### src/rtl/grid_piece_writer.sv
// Grid RAM write agent: CHECK / PLACE / ERASE a tetromino at an anchor, or INIT the grid.
// Optional GRID_WRITER_INIT_EN enables the full-grid INIT sweep; otherwise INIT completes immediately.
module grid_piece_writer #(
  parameter int GRID_COLS = 12,
  parameter int GRID_ROWS = 22,
  // wide enough to reach the last cell, GRID_COLS*GRID_ROWS-1
  parameter int ADDR_W    = $clog2(GRID_COLS * GRID_ROWS)
) (
  input  logic              clk,
  input  logic              reset,
  input  logic              cmd_valid,
  output logic              cmd_ready,
  input  logic [1:0]        cmd_op,
  input  logic [2:0]        cmd_piece,
  input  logic [1:0]        cmd_rot,
  input  logic [3:0]        cmd_col,
  input  logic [4:0]        cmd_row,
  output logic [ADDR_W-1:0] grid_addr,
  input  logic [7:0]        grid_rdata,
  output logic [7:0]        grid_wdata,
  output logic              grid_we,
  output logic              done,
  output logic              collision
);

  localparam logic [1:0] OP_CHECK = 2'd0;
  localparam logic [1:0] OP_PLACE = 2'd1;
  localparam logic [1:0] OP_ERASE = 2'd2;
  localparam logic [1:0] OP_INIT  = 2'd3;

  typedef enum logic [2:0] {
    ST_IDLE,
    ST_READ,
    ST_CMP,
    ST_WRITE,
    ST_DONE
`ifdef GRID_WRITER_INIT_EN
    , ST_INIT
`endif
  } state_t;

  state_t            state_q, state_d;
  logic [1:0]        k_q, k_d;
  logic [1:0]        op_q, op_d;
  logic [2:0]        piece_q, piece_d;
  logic [1:0]        rot_q, rot_d;
  logic [3:0]        col_q, col_d;
  logic [4:0]        row_q, row_d;
  logic              cur_oor_q, cur_oor_d;
  logic              prev_oor_q, prev_oor_d;
  logic              cmd_ready_q, cmd_ready_d;
  logic [ADDR_W-1:0] grid_addr_q, grid_addr_d;
  logic [7:0]        grid_wdata_q, grid_wdata_d;
  logic              grid_we_q, grid_we_d;
  logic              done_q, done_d;
  logic              collision_q, collision_d;
`ifdef GRID_WRITER_INIT_EN
  logic [3:0]        init_col_q, init_col_d;
  logic [4:0]        init_row_q, init_row_d;
  logic [3:0]        nxt_col;
  logic [4:0]        nxt_row;
`endif

  logic [2:0]        g_piece;
  logic [1:0]        g_rot;
  logic [3:0]        g_col;
  logic [4:0]        g_row;
  logic [1:0]        g_k;
  logic              g_oor;
  logic [ADDR_W-1:0] g_addr;
  logic              hit;

  // Shape nibble k sits at bits [4k+3:4k] as {dx,dy}; rotation applied step by step.
  function automatic logic [ADDR_W:0] cell_pos(input logic [2:0] piece, input logic [1:0] rot,
                                               input logic [3:0] col, input logic [4:0] row,
                                               input logic [1:0] k);
    logic [15:0]       shape;
    logic [1:0]        x, y, t;
    logic [4:0]        c;
    logic [5:0]        r;
    logic [10:0]       lin;
    logic              oor;
    logic [ADDR_W-1:0] a;
    case (piece)
      3'd1:    shape = 16'hD951;
      3'd2:    shape = 16'h9584;
      3'd3:    shape = 16'h9514;
      3'd4:    shape = 16'h5184;
      3'd5:    shape = 16'h9540;
      3'd6:    shape = 16'h9510;
      3'd7:    shape = 16'h9518;
      default: shape = 16'h0000;
    endcase
    {x, y} = shape[{k, 2'b00} +: 4];
    for (int i = 0; i < 3; i++) begin
      if (i < int'(rot) && piece != 3'd2) begin
        t = x;
        x = (piece == 3'd1) ? 2'd3 - y : 2'd2 - y;
        y = t;
      end
    end
    c   = {1'b0, col} + {3'b000, x};
    r   = {1'b0, row} + {4'b0000, y};
    oor = (c >= 5'(GRID_COLS)) || (r >= 6'(GRID_ROWS));
    lin = 11'(r) * 11'(GRID_COLS) + 11'(c);
    a   = oor ? '0 : lin[ADDR_W-1:0];
    return {oor, a};
  endfunction

  always_comb begin
    if (state_q == ST_IDLE) begin
      g_piece = cmd_piece;
      g_rot   = cmd_rot;
      g_col   = cmd_col;
      g_row   = cmd_row;
      g_k     = 2'd0;
    end else begin
      g_piece = piece_q;
      g_rot   = rot_q;
      g_col   = col_q;
      g_row   = row_q;
      g_k     = (state_q == ST_CMP) ? 2'd0 : k_q + 2'd1;
    end
    {g_oor, g_addr} = cell_pos(g_piece, g_rot, g_col, g_row, g_k);

    // Read data belongs to the cell issued one cycle earlier; OOR cells read address 0, so mask them.
    hit = ((state_q == ST_READ && k_q != 2'd0) || state_q == ST_CMP) &&
          !prev_oor_q && (grid_rdata[3:0] != 4'd0);

    state_d      = state_q;
    k_d          = k_q;
    op_d         = op_q;
    piece_d      = piece_q;
    rot_d        = rot_q;
    col_d        = col_q;
    row_d        = row_q;
    cur_oor_d    = cur_oor_q;
    prev_oor_d   = cur_oor_q;
    cmd_ready_d  = cmd_ready_q;
    grid_addr_d  = grid_addr_q;
    grid_wdata_d = grid_wdata_q;
    grid_we_d    = 1'b0;
    done_d       = 1'b0;
    collision_d  = collision_q;
`ifdef GRID_WRITER_INIT_EN
    init_col_d   = init_col_q;
    init_row_d   = init_row_q;
    nxt_col      = (init_col_q == 4'(GRID_COLS - 1)) ? 4'd0 : init_col_q + 4'd1;
    nxt_row      = (init_col_q == 4'(GRID_COLS - 1)) ? init_row_q + 5'd1 : init_row_q;
`endif

    case (state_q)
      ST_IDLE: begin
        if (cmd_valid && cmd_ready_q) begin
          op_d        = cmd_op;
          piece_d     = cmd_piece;
          rot_d       = cmd_rot;
          col_d       = cmd_col;
          row_d       = cmd_row;
          k_d         = 2'd0;
          cmd_ready_d = 1'b0;
          collision_d = 1'b0;
          case (cmd_op)
            OP_CHECK, OP_PLACE: begin
              if (cmd_op == OP_PLACE && cmd_piece == 3'd0) begin
                state_d     = ST_DONE;
                done_d      = 1'b1;
                collision_d = 1'b1;
              end else begin
                state_d     = ST_READ;
                grid_addr_d = g_addr;
                cur_oor_d   = g_oor;
                collision_d = g_oor;
              end
            end
            OP_ERASE: begin
              state_d      = ST_WRITE;
              grid_addr_d  = g_addr;
              grid_we_d    = !g_oor;
              grid_wdata_d = 8'h00;
            end
            OP_INIT: begin
`ifdef GRID_WRITER_INIT_EN
              state_d      = ST_INIT;
              init_col_d   = 4'd0;
              init_row_d   = 5'd0;
              grid_addr_d  = '0;
              grid_we_d    = 1'b1;
              grid_wdata_d = 8'h08;
`else
              state_d = ST_DONE;
              done_d  = 1'b1;
`endif
            end
            default: state_d = ST_IDLE;
          endcase
        end
      end
      ST_READ: begin
        collision_d = collision_q | hit;
        if (k_q == 2'd3) begin
          state_d = ST_CMP;
        end else begin
          k_d         = k_q + 2'd1;
          grid_addr_d = g_addr;
          cur_oor_d   = g_oor;
          collision_d = collision_q | hit | g_oor;
        end
      end
      ST_CMP: begin
        collision_d = collision_q | hit;
        if (op_q == OP_PLACE && !(collision_q | hit)) begin
          state_d      = ST_WRITE;
          k_d          = 2'd0;
          grid_addr_d  = g_addr;
          grid_we_d    = !g_oor;
          grid_wdata_d = {5'b00000, piece_q};
        end else begin
          state_d = ST_DONE;
          done_d  = 1'b1;
        end
      end
      ST_WRITE: begin
        if (k_q == 2'd3) begin
          state_d = ST_DONE;
          done_d  = 1'b1;
        end else begin
          k_d         = k_q + 2'd1;
          grid_addr_d = g_addr;
          grid_we_d   = !g_oor;
        end
      end
      ST_DONE: begin
        state_d     = ST_IDLE;
        cmd_ready_d = 1'b1;
      end
`ifdef GRID_WRITER_INIT_EN
      ST_INIT: begin
        if (grid_addr_q == ADDR_W'(GRID_COLS * GRID_ROWS - 1)) begin
          state_d = ST_DONE;
          done_d  = 1'b1;
        end else begin
          init_col_d   = nxt_col;
          init_row_d   = nxt_row;
          grid_addr_d  = grid_addr_q + 1'b1;
          grid_we_d    = 1'b1;
          grid_wdata_d = (nxt_col == 4'd0 || nxt_col == 4'(GRID_COLS - 1) ||
                          nxt_row == 5'(GRID_ROWS - 1)) ? 8'h08 : 8'h00;
        end
      end
`endif
      default: state_d = ST_IDLE;
    endcase
  end

  always_ff @(posedge clk) begin
    if (reset) begin
      state_q      <= ST_IDLE;
      k_q          <= 2'd0;
      op_q         <= OP_CHECK;
      piece_q      <= 3'd0;
      rot_q        <= 2'd0;
      col_q        <= 4'd0;
      row_q        <= 5'd0;
      cur_oor_q    <= 1'b0;
      prev_oor_q   <= 1'b0;
      cmd_ready_q  <= 1'b1;
      grid_addr_q  <= '0;
      grid_wdata_q <= 8'h00;
      grid_we_q    <= 1'b0;
      done_q       <= 1'b0;
      collision_q  <= 1'b0;
`ifdef GRID_WRITER_INIT_EN
      init_col_q   <= 4'd0;
      init_row_q   <= 5'd0;
`endif
    end else begin
      state_q      <= state_d;
      k_q          <= k_d;
      op_q         <= op_d;
      piece_q      <= piece_d;
      rot_q        <= rot_d;
      col_q        <= col_d;
      row_q        <= row_d;
      cur_oor_q    <= cur_oor_d;
      prev_oor_q   <= prev_oor_d;
      cmd_ready_q  <= cmd_ready_d;
      grid_addr_q  <= grid_addr_d;
      grid_wdata_q <= grid_wdata_d;
      grid_we_q    <= grid_we_d;
      done_q       <= done_d;
      collision_q  <= collision_d;
`ifdef GRID_WRITER_INIT_EN
      init_col_q   <= init_col_d;
      init_row_q   <= init_row_d;
`endif
    end
  end

  assign cmd_ready  = cmd_ready_q;
  assign grid_addr  = grid_addr_q;
  assign grid_wdata = grid_wdata_q;
  // reset kills a pending write in the very cycle it is raised
  assign grid_we    = grid_we_q & ~reset;
  assign done       = done_q;
  assign collision  = collision_q;

endmodule
### config.mk
export PLATFORM = sky130hd
export DESIGN_NAME = grid_piece_writer
export DESIGN_NICKNAME = d
export VERILOG_FILES = /design/src/rtl/grid_piece_writer.sv
export SDC_FILE = /design/constraint.sdc
export NUM_CORES = 1
export LEC_CHECK = 0
export ABC_CLOCK_PERIOD_IN_PS = 7600
export CAP_MARGIN = 25
export CORE_MARGIN = 2
export CORE_UTILIZATION = 41
export DETAILED_ROUTE_END_ITERATION = 16
export PLACE_DENSITY = 0.72
export SLEW_MARGIN = 20
export SYNTH_ARGS = -nofsm -noshare
export SYNTH_HDL_FRONTEND = slang
export SYNTH_SLANG_ARGS = --single-unit
export TNS_END_PERCENT = 5
### constraint.sdc
create_clock -name clk -period 7.6 [get_ports clk]
set_input_delay 1.9 -clock clk [delete_from_list [all_inputs] [get_ports clk]]
set_output_delay 1.9 -clock clk [all_outputs]
set_load 0.02 [all_outputs]
After elaboration in Yosys (flattened, before gate mapping)
Index checks and enable logic that the tools add are counted.
Widths: inputs -> output; s select.
Storage, ports and cells
  logic and storage cells: 159
  flip-flop bits (word level): 44
  bits of input ports: 27
  output and inout bits: 21
Operators by class
  bitwise operators: 4
  multiplexer cells: 61
  $mul: 1
  shift operators: 1
  add/sub/neg operators: 10
  equality and inequality tests: 28
  reduce and logical (&&, ||, !) cells: 34
  $lt $le $gt $ge: 5
Operators with widths (number)
  $pmux 16 s7: 1
  $mux 9: 5
  $mux 2: 15
  $pmux 9 s3: 1
  $mux 8: 3
  $mux 3: 6
  $pmux 9 s2: 1
  $mux 1: 17
  $pmux 8 s2: 1
  $shiftx 16x5->4: 1
  $eq 3x3->1 const B: 5
  $eq 3x2->1 const B: 4
  $pmux 3 s4: 1
  $sub 2x2->2 const A: 6
  $ne 2x1->1 const B: 5
  $add 9x5->9: 1
  $logic_and 1x1->1: 9
  $pmux 1 s3: 3
  $pmux 3 s3: 1
  $ne 2x2->1 const B: 4
  $reduce_and 4->1: 2
  $reduce_bool 2->1: 4
  $mul 6x2->7 const B: 1
  $add 5x2->6: 1
  30 further kinds: 46

Depth between registers and ports, before layout
Gate-level depths: netlist of run 1.
  depth after elaboration: 20
  gate-level depth with buffers: 26
  gate-level depth less buffers: 23

Worst setup path before layout of run 1
OpenSTA, ideal clock, no wires.
  path kind: input-to-reg
  start point: input cmd_piece[0]
  end point: register grid_addr_q[7] (netlist: grid_addr[7])
  cell stages on the path: 19
  library setup time: 70 ps
  data required time: 7530 ps
  setup slack: 1554 ps
  data arrival time: 5975 ps
  path buffers: 0
  path through: nor3b_1 -> mux2_2 -> a31oi_1 -> o21ai_0 -> ha_1 -> or3_1 -> o211ai_1 -> ha_1 -> inv_1 -> fa_1 -> inv_1 -> ha_1 -> fa_1 -> ha_1 -> a21oi_1 -> nor4_1 -> xnor2_1 -> or3_1 -> a21oi_1
Between the ends
  word-level cells in the longest chain between the ends: 19
  elaborated cells on any way between the ends: 47
  those cells by class: add/sub: 9; mul: 1; order compare: 2; eq/ne: 9; shift: 1; mux: 18; reduce/logical: 7
Ends and longest elaborated chain
  from (decl): line 14  | input logic [2:0] cmd_piece,
  branches (longest 19 deep; another with $add 9x5->9)
  to (signal assigned): line 288  | grid_addr_q <= grid_addr_d;
  to (decl): line 52  | logic [ADDR_W-1:0] grid_addr_q, grid_addr_d;
Parallel ways; which one is timed is not known. The select of a mux whose other input is x is not followed.
A chain may end at the register's enable or synchronous reset.

Worst setup path after layout of run 1
  start point: input cmd_piece[1]
  end point: register grid_addr_q[7] (netlist: grid_addr[7])
The elaborated chain is that of the path after synthesis.

==> flow_metrics.tcl, run 1 <==
set metrics [dict create \
    cp_cell_sequence "clkdlybuf4s50_1 -> nor3b_1 -> mux2_2 -> a31oi_1 -> o21ai_0 -> ha_1 -> or3_1 -> o211ai_1 -> ha_1 -> inv_1 -> fa_1 -> xor2_1 -> fa_1 -> ha_1 -> a21oi_1 -> nor4_1 -> xnor2_1 -> or3_1 -> a21oi_1" \
    setup_tns_ps 0 \
    vias 2961 \
    gp_congestion 0.866 \
    cts_hold_buf 0 \
    cts-htree-levels 2 \
    hp-class "register to register" \
    setup-violations-final 0 \
    synth.area.top_cells "dfxtp_1 (25%), nand2_1 (8.4%), ha_1 (7.3%)" \
    critPathSlowestCell "clkdlybuf4s50_1" \
    wire_per_inst_um 13.7 \
    drt_pre_antenna_iters 4 \
    mostFrequentLayoutCells "nand2_1 (69), dfxtp_1 (39), a21oi_1 (38), clkdlybuf4s50_1 (38), nor2_1 (33)" \
    row_count 31 \
    rsz0062_at_grt "no" \
    ff2ff_setup_slack_ps 1720 \
    clk_pin_slew_ps 80 \
    diodes 0 \
    cts_buffers 5 \
    cts_setup_buffers 0 \
    max_freq_mhz 148 \
    drt_iter0_drc 160 \
    rr_worst_depth 18 \
    fin_cells 534 \
    path_max_fanout 7 \
    synth-edff-count 0 \
    die_area_um2 8190 \
    skew_ps 6.07 \
    critical_path.endpoint "grid_addr[7]$_SDFFE_PP0P_" \
    rr_endpoint "grid_addr[7]$_SDFFE_PP0P_" \
    die_y_um 90.5 \
    wl_mm 7.32 \
    cp.required_ps 7830 \
    max_cap_viol_count 0 \
    die_w_um 90.5 \
    route.detailed.drc 0 \
    core_area_um2 7250 \
    p_per_area_nw_per_um2 314 \
    grt_pass1_vias 2760 \
    grt_usage 0.181 \
    endpoint_kind "register" \
    yosysTopAreaCell "dfxtp_1" \
    clock_latency_ps 300 \
    critPathArrivalTime_ps 6990 \
    layout_min_cycle_time_ps 6760 \
    io_pins 48 \
    yosysSeqAreaShare 0.254 \
    criticalPathCategory "primary input to register" \
    vias_per_cell 5.54 \
    start_kind "primary input" \
    place_hpwl_mm 5.30 \
    netlist_instances 410 \
    timing.final.crit_share 0.889 \
    status "complete, no violations" \
    synth_flop_cell "dfxtp_1" \
    tightest_slew_ps 945 \
    synth.distinct_cells 65 \
    grt_first_pass_wirelength_mm 12.5 \
    synth.avg_cell_area_um2 7.48 \
    grt_overflow 0 \
    clockBufferDepth 2 \
    root_buffer "clkbuf_8" \
    synthArstFlopShare 0 \
    ys_ff_latch 39 \
    power_leakage_nw 1.41 \
    nNetsFinal 483 \
    cts_tree "built" \
    initial_core_util 0.423 \
    critPathLaunch "cmd_piece[1]" \
    max-slew-margin-rel 0.362 \
    place_inst 526 \
    final-hold-violation-count 0 \
    numClockSinks 39 \
    grt_max_degree 42 \
    cp_slowest_stage_delay_ps 600 \
    r2r-start "state_q[2]$_SDFFE_PP0P_" \
    io_buffers 38 \
    postRouteAntennaNets 0 \
    antenna_found_initial 0 \
    path_common_cell "ha_1" \
    finalMaxSlewViolations 0 \
    post_cts_resized 0 \
    area_growth_pct 17.5 \
    irDropWorstVdd_mv 0.147 \
    synth_area_um2 3070 \
    drive_gt1_frac 0.0414 \
    synth_top_area_share 0.254 \
    mostFrequentLayoutCell "nand2_1" \
    ys.warnings.count 0 \
]
worst max-delay path: cells and delay by family:
family                   cells  cell delay [ps]
buffers and inverters        2              670
adder cells (fa/ha/maj)      5             1890
XOR/XNOR                     2              520
AND/OR/NAND/NOR              4             1030
multiplexers                 1              330
AO/OA/AOI/OAI                5              650
synth_stat cells, types with 3 or more instances:
library cell,instances
a211oi_1,3
a21o_1,4
a21oi_1,38
a31oi_1,3
a32oi_1,3
buf_2,3
buf_4,6
clkbuf_1,16
dfxtp_1,39
fa_1,4
ha_1,18
inv_1,19
mux2_2,3
mux2i_1,11
nand2_1,69
nand2b_1,4
nand3_1,11
nor2_1,33
nor2b_1,8
nor3_1,10
nor3b_1,3
nor4_1,5
o21a_1,4
o21ai_0,12
o21bai_1,4
or3_1,12
xnor2_1,9
xor2_1,4
cells by family after synthesis:
logic type               after synthesis  share of synthesized area
AO/OA/AOI/OAI                        107                      0.235
XOR/XNOR                              13                     0.0371
adder cells (fa/ha/maj)               22                     0.0995
buffers and inverters                 47                     0.0689
flip-flops                            39                      0.254
multiplexers                          14                     0.0469
other                                  1                    0.00122
AND/OR/NAND/NOR                      167                      0.257
report_power, final:
part | switching, W | internal, W
Sequential | 0.0000344 | 0.000238
Clock | 0.0000786 | 0.000131
Combinational | 0.000362 | 0.000288
area by class of cell:
type                    instances  area [um2]
repair buffers                 41         403
flip-flops and latches         39         781
fillers                       738        3650
clock buffers                   6        72.6
well taps                      99         124
multi-input cells             328        2090
clock inverters                 2        60.1
inverters                      19        71.3
per-stage QoR:
stage	util	power (W)	hold WS, ps	instance area (um2)	setup WS, ps
3_3_place_gp	0.478	0.000911	442	3470	646
3_5_place_dp	0.478	0.000920	446	3470	582
4_1_cts	0.497	0.00114	457	3600	871
2_1_floorplan	-	0.000771	432	3080	1550
5_1_grt	0.497	0.00124	474	3610	539
6_report	0.497	0.00113	456	3610	842
flip-flops by register name, summed over array words and instances (netlist names):
signal and cells:
cmd_ready 1, col_q 4, collision 1, cur_oor_q 1, done 1, grid_addr 9, grid_wdata 3, grid_we_q 1
k_q 2, op_q 2, piece_q 3, prev_oor_q 1, rot_q 2, row_q 5, state_q 3
layer usage:
layer	vias to the layer above	part of all wire	global-route usage
met5	-	0	0
met3	11	0.052	0.0342
met4	0	0.011	0.0526
li1	1499	-	-
met2	65	0.47	0.310
met1	1386	0.46	0.232
worst min-delay path by stage:
stage                                   start                         to  slack [ps]  cells after the start
global route           cur_oor_q$_SDFFE_PP0P_      prev_oor_q$_SDFF_PP0_         470                      1
detailed placement       op_q[0]$_SDFFE_PP0P_       op_q[0]$_SDFFE_PP0P_         450                      2
floorplan                op_q[0]$_SDFFE_PP0P_       op_q[0]$_SDFFE_PP0P_         430                      2
finish              grid_addr[6]$_SDFFE_PP0P_  grid_addr[6]$_SDFFE_PP0P_         460                      2
global placement        row_q[0]$_SDFFE_PP0P_      row_q[0]$_SDFFE_PP0P_         440                      2
CTS                 grid_addr[6]$_SDFFE_PP0P_  grid_addr[6]$_SDFFE_PP0P_         460                      2
Note: power is estimated with default switching activity, not from simulation.
==> inputs of run 2 (changes only) <==
--- a/config.mk
+++ b/config.mk
@@ -10,6 +10,7 @@
 export CORE_MARGIN = 2
 export CORE_UTILIZATION = 41
 export DETAILED_ROUTE_END_ITERATION = 16
+export HOLD_SLACK_MARGIN = 0.12
 export PLACE_DENSITY = 0.72
 export SLEW_MARGIN = 20
 export SYNTH_ARGS = -nofsm -noshare
==> results of run 2 <==
Final layout, timing and power as in run 1 (identical DEF).
==> inputs of run 3 (changes only) <==
--- a/config.mk
+++ b/config.mk
@@ -16,4 +16,4 @@
 export SYNTH_ARGS = -nofsm -noshare
 export SYNTH_HDL_FRONTEND = slang
 export SYNTH_SLANG_ARGS = --single-unit
-export TNS_END_PERCENT = 5
+export TNS_END_PERCENT = 1
==> constraint.sdc (replaced) <==
create_clock -name clk -period 7.6 [get_ports clk]
set_input_delay 1.9 -clock clk [delete_from_list [all_inputs] [get_ports clk]]
set_output_delay 1.9 -clock clk [all_outputs]
set_load 0.01 [all_outputs]
==> results of run 3 <==
The final DEF is identical to that of run 1. Status: complete, no violations.
Among the figures that moved: total power 0.00113 W -> 0.00112 W
